===== src/rtl/arm_imm_encoder.sv =====
// ARM immediate encoder: finds the data-processing rotated-immediate form
// (one rotation per cycle) or checks a 12-bit signed memory offset.
module arm_imm_encoder (
  input  logic        clk,
  input  logic        rst,
  input  logic        start,
  input  logic [31:0] value,
  input  logic        is_mem,
  output logic        busy,
  output logic        done,
  output logic        encodable,
  output logic [11:0] shift_operand
);

  typedef enum logic [1:0] {
    IDLE   = 2'd0,
    SEARCH = 2'd1,
    DONE   = 2'd2
  } state_t;

  state_t      state;
  state_t      state_next;
  logic [3:0]  r;
  logic [31:0] value_q;
  logic        is_mem_q;

  logic [5:0]  rot_amt;
  logic [31:0] cand;
  logic        dp_hit;
  logic        dp_last;
  logic        mem_fits;

  // Candidate for the current rotation; a left-rotate by 2r undoes the
  // right-rotate the decoder applies, so the hit leaves imm8 in cand[7:0].
  always_comb begin
    rot_amt  = {1'b0, r, 1'b0};
    cand     = (value_q << rot_amt) | (value_q >> (6'd32 - rot_amt));
    dp_hit   = (cand[31:8] == 24'd0);
    dp_last  = (r == 4'd15);
    mem_fits = (&value_q[31:11]) | ~(|value_q[31:11]);
  end

  // NOTE: state and datapath registers use non-blocking assignments so every
  // flop samples the pre-edge values of its neighbours.
  always_ff @(posedge clk) begin
    if (rst) state <= IDLE;
    else     state <= state_next;
  end

  // NOTE: state_next gets its default before the case so no path can leave
  // it unassigned and infer a latch.
  always_comb begin
    state_next = state;
    case (state)
      IDLE:    if (start) state_next = SEARCH;
      SEARCH:  if (is_mem_q || dp_hit || dp_last) state_next = DONE;
      DONE:    state_next = IDLE;
      default: state_next = IDLE;
    endcase
  end

  always_comb begin
    busy = (state != IDLE);
    done = (state == DONE);
  end

  // NOTE: value_q and is_mem_q are only read after being loaded on an accepted
  // start, so they carry no reset; everything observable is reset.
  always_ff @(posedge clk) begin
    if (rst) begin
      r             <= 4'd0;
      encodable     <= 1'b0;
      shift_operand <= 12'h000;
    end else begin
      case (state)
        IDLE: begin
          if (start) begin
            value_q  <= value;
            is_mem_q <= is_mem;
            r        <= 4'd0;
          end
        end
        SEARCH: begin
          if (is_mem_q) begin
            encodable     <= mem_fits;
            shift_operand <= mem_fits ? value_q[11:0] : 12'h000;
          end else if (dp_hit) begin
            encodable     <= 1'b1;
            shift_operand <= {r, cand[7:0]};
          end else if (dp_last) begin
            encodable     <= 1'b0;
            shift_operand <= 12'h000;
          end else begin
            r <= r + 4'd1;
          end
        end
        default: ;
      endcase
    end
  end

endmodule

===== config.mk =====
export PLATFORM = sky130hd
export DESIGN_NAME = arm_imm_encoder
export DESIGN_NICKNAME = d
export VERILOG_FILES = /design/src/rtl/arm_imm_encoder.sv
export SDC_FILE = /design/constraint.sdc
export NUM_CORES = 1
export LEC_CHECK = 0
export CORE_UTILIZATION = 47
export DETAILED_ROUTE_END_ITERATION = 12
export DONT_BUFFER_PORTS = 1
export PLACE_DENSITY_LB_ADDON = 0.25
export SLEW_MARGIN = 25
export SYNTH_ARGS = -nofsm -noshare
export SYNTH_HDL_FRONTEND = slang
export SYNTH_SLANG_ARGS = --single-unit

===== constraint.sdc =====
create_clock -name clk -period 3.2 [get_ports clk]
set_clock_uncertainty 0.15 [all_clocks]
set_input_delay 0 -clock clk [delete_from_list [all_inputs] [get_ports clk]]
set_output_delay 0 -clock clk [all_outputs]
set_load 0.02 [all_outputs]

### Word-level counts from Yosys, hierarchy flattened

Cells that the tools add are included.

* register bits after elaboration: 52
* output and inout port bits: 15

* add/sub/neg operators: 2
* equal/unequal tests: 8
* shifts and indexed selects: 2
* mux-type cells: 15
* bitwise gates (word level): 4
* reduce and logical (&&, ||, !) cells: 13

Operators by type and width (number)
* 12-bit 2-to-1 mux: 4
* 32-bit OR: 1
* 32-bit by 5-bit << shifter with 32-bit output: 1
* 32-bit by 6-bit >> shifter with 32-bit output: 1
* 24-bit zero test: 1
* 21-bit AND reduction: 1
* 21-bit OR reduction: 1
* 4-bit 2-to-1 mux: 4
* 2-bit != test (second input constant): 5
* 4-bit case mux with 2 select lines: 1
* 6-bit by 5-bit subtractor with 6-bit output (first input constant): 1
* 5-bit AND reduction: 1
* 4-bit by 1-bit adder with 4-bit output (second input constant): 1
* 4-bit equality test (second input constant): 1
* 2-bit 2-to-1 mux: 2
* 2-bit case mux with 2 select lines: 1
* 2-bit AND reduction: 2
* 2-bit nonzero test: 2
* 1-bit 2-to-1 mux: 3
* 3-bit AND reduction: 1
* 3-bit nonzero test: 1
* 2-bit by 1-bit equality test with 1-bit output (second input constant): 1
* 2-bit equality test (second input constant): 1
* 2-bit zero test: 1
* other kinds (3): 5

### Longest topological paths before layout

* depth in word-level cells: 8
* mapped depth: 14

### Least setup slack after synthesis

OpenSTA, ideal clock, no wires.

* kind: register -> register
* from: register r[0]
* to: register shift_operand[3]
* library setup time: 80 ps
* arrival: 3045 ps
* path slack: -76 ps
* cell stages (with the launch flop): 14
* buffers on the path: 3
* period minus slack after synthesis: 3276 ps
* cell sequence: dfxtp_1 -> buf_6 -> inv_2 -> buf_2 -> ha_1 -> nand2b_2 -> o32ai_2 -> a221oi_1 -> or3_1 -> a2111oi_2 -> a311o_2 -> buf_4 -> a21oi_2 -> a211oi_2

* longest elaborated chain between the ends: 6
* elaborated cells on any way between the ends: 10

Ends and longest elaborated chain
* start: declaration: RTL line 23 `logic [3:0] r;`
* start signal: assignment: RTL line 94 `r <= r + 4'd1;`
* 6-bit by 5-bit subtractor with 6-bit output: RTL line 37 `cand = (value_q << rot_amt) | (value_q >> (6'd32 - rot_amt));`
* 32-bit by 6-bit >> shifter with 32-bit output: RTL line 37
* 32-bit OR: RTL line 37
* 24-bit zero test: RTL line 38 `dp_hit = (cand[31:8] == 24'd0);`
* 3-bit nonzero test (no source line) or 12-bit 2-to-1 mux (tied branches)
* 2-bit AND reduction (no source line) or 12-bit 2-to-1 mux (tied branches)
* end signal: assignment: RTL line 86 `shift_operand <= mem_fits ? value_q[11:0] : 12'h000;`
* end signal: assignment: RTL line 89 `shift_operand <= {r, cand[7:0]};`
* end: declaration: RTL line 12 `output logic [11:0] shift_operand`

Several ways; a longest one is shown, not always the timed one.
A chain may end at the register's enable or synchronous reset.

### Worst setup path in the final report

* from: register r[1]
* to: register shift_operand[6]

The elaborated chain is that of the path after synthesis.

==> key figures <==
Pwr
  – Net Switching: around 460 uW
  – Power Dens Cells: roughly 340 nW/um^2
  – Seq pwr share: about half
  – Max VDD drop: approximately 0.25 mV
  – Clk pwr share: between 30 and 40%
  – Switching share of total power: between 20 and 30%
  – Leakage: roughly 1.5 nW
  – Pint: roughly 1.2 mW
  – Logic pwr share: between 15 and 20%

Floorplanning
  – Initial core utilization: between 40% and 50%
  – Row count: 33
  – Die Span Y: slightly below 100 um
  – Boundary Pins: 51
  – Placeable core area: 8380 um^2
  – Die area: 9230 um^2
  – Die width: just under 100 um

GRT
  – Overall Global Routing Usage: about 26%
  – Initial antenna violation count: 0
  – Vias in the first global route: 3390
  – Congestion Overflow GR: 0
  – Largest net degree at the start of global routing: between 60 and 70
  – First-pass GRT wire length: about 18000 um

Finish
  – Share of layout cells above drive strength 1: 24.3%
  – Commonest cells after routing, fill and taps aside: dlygate4sd3_1 (35), nor2_1 (34), edfxtp_1 (33), mux4_2 (23)
  – Most common cell after layout, fill and taps aside: dlygate4sd3_1
  – Final core occ: 57.6%
  – Nets: 477
  – Area Growth Syn to Fin: 16.2%
  – Inserted Diodes: 0
  – Fin cells: 545

Synthesis
  – Syn Nets: ~460
  – Seq cells post-synth: 52
  – Post-synth EDFFs: 33
  – Yosys warns: 0
  – Top FF cell, synth: edfxtp_1
  – Syn_area_per_cell: approximately 10 um^2
  – Seq/Total Area, Yosys: about a third
  – Synth cell types: 68
  – Syn Inst Count: roughly 420
  – Post-synth ARST share: 0%
  – Mapped Area: 4160 um^2

Run
  – Max-capacitance violation count: 0

STA
  – Worst-Margin Slew: 1.03 ns
  – TNS Setup: 0 ns
  – PnR worst setup slack: about 0.14 ns
  – Max transition margin: roughly 31%
  – RSZ-0062 raised after global routing: yes
  – Final setup viols: 0
  – Final Cycle Share: a little over nine tenths
  – Min Tclk post-route: just over 3 ns
  – Final hold viol count: 0
  – Fmax: 327 MHz
  – Fin. max-slew vios: 0
  – Worst hold slack: 0.155 ns

Place
  – PortBufs: 0
  – Placed cells: between 400 and 500
  – Pre-CTS WS: roughly 0.19 ns
  – Detailed Place HPWL: around 7600 um
  – Gp weighted congestion: between 0.9 and 1

Routing
  – Average vias per placed instance: about 7
  – 1st-pass router iterations: 5
  – Initial DRC count: about 380
  – DR WL/cell: approximately 21 um
  – Routed WL: around 12000 um
  – DRC violations left: 0
  – Vias after detailed routing: around 3800
  – Detail Route Antenna Nets: 0

Setup path
  – CP endpoint kind: register
  – CP max FO: 8
  – Type of origin of the critical path: register
  – Worst EP required: around 3.2 ns
  – Arr. time, crit path: between 3 and 4 ns
  – FF-to-FF path depth: 12
  – Crit Path Class: register to register

Status
  – Outcome: finished, final reports clean

Clock tree
  – CTS Root Cell: clkbuf_8
  – Worst-Skew Late Latency: around 0.31 ns
  – Clock transition at the registers of the reported paths: around 0.1 ns
  – Clock tree buffer depth: 2
  – Cts bufs inserted: 5
  – H-tree level count: 2
  – TritonCTS Sinks: 52
  – CTS tree: yes

Min path
  – Hold Path Stages: 1
  – Min-Delay Path Class: primary input to register
stage by stage:
step	total power, mW	area [um^2]
after detailed placement	1.09	4270
after global routing	1.68	4830
final	1.62	4830
after CTS	1.62	4740
after floorplan	1.03	4190
after global placement	1.09	4270
repair_timing:
action / CTS / global route
gates resized for setup: 0 / 8
buffers inserted: 0 / 5
setup endpoints to repair: 0 / 14
hold buffers: 35 / 0
hold endpoints to repair: 85 / 0
cells in the mapped netlist, drive strengths merged (7+ instances only):
cell / instances / area share [%]
o211ai: 9 / 1.6
nor2: 35 / 3.2
nand2: 15 / 1.4
edfxtp: 33 / 24
nor4: 13 / 2.0
a31oi: 8 / 1.2
nor2b: 8 / 1.2
nand4: 7 / 1.1
nor3: 13 / 2.0
a211oi: 15 / 4.0
buf: 28 / 4.6
a22oi: 11 / 2.1
dfxtp: 19 / 9.1
mux2i: 21 / 5.1
nand3: 11 / 1.3
a21oi: 28 / 4.2
o21ai: 28 / 3.4
clkbuf: 21 / 1.9
mux4: 23 / 12
inv: 8 / 0.72
flip-flops by register name (all words and copies together) (netlist names):
name	count
encodable	1
is_mem_q	1
r	4
shift_operand	12
state	2
value_q	32
final timing paths:
check / from / to / slack [ns]
setup / recovery: r[1] / shift_operand[6] / 0.14
hold / removal: value[30] / value_q[30] / 0.15
setup reg to reg: r[1] / shift_operand[6] / 0.14
hold reg to reg: shift_operand[0] / shift_operand[0] / 0.47
worst max-delay path, cell delays in order, from the launching register on:
cell	delay [ns]
dfxtp_1	0.34
inv_1	0.08
ha_4	0.28
clkbuf_4	0.19
nor4_1	0.28
o21ai_1	0.16
a222oi_1	0.41
a21oi_1	0.11
o211ai_1	0.18
a311o_2	0.31
buf_4	0.13
and2_4	0.20
a211oi_2	0.08
kinds of logic after synthesis:
kind of cell | synth area share, %
AOI/OAI and AO/OA | 23.4
and+or+nand+nor | 16.8
buffers and inverters | 7.19
DFF | 33.0
muxes | 18.4
xor gates and xnor gates | 0.602
adders and majority gates | 0.602
power by group through the flow:
stage	combinational [mW]	sequential, mW	clock [mW]
floorplan	0.238	0.792	0
global placement	0.259	0.830	0
detailed placement	0.263	0.829	0
CTS	0.302	0.814	0.503
global route	0.338	0.822	0.520
finish	0.313	0.818	0.492
cell type report:
cell class                 instances  area (um^2)
sequential                        52         1370
fill                             739         3550
clock buffer                       6         82.6
tap                              105          131
clock inverter                     2         38.8
timing repair buffer              63          599
inverter                           8         30.0
multi-input combinational        309         2580
per-layer routing:
metal / track usage (%) / up-vias / share of wire, %
li1: - / 1691 / -
met1: 34.4 / 1851 / 41
met2: 39.9 / 218 / 48
met3: 5.06 / 27 / 9.2
met4: 10.7 / 0 / 2.6
met5: 0 / - / 0
No activity file was read; power rests on OpenSTA's default activity.
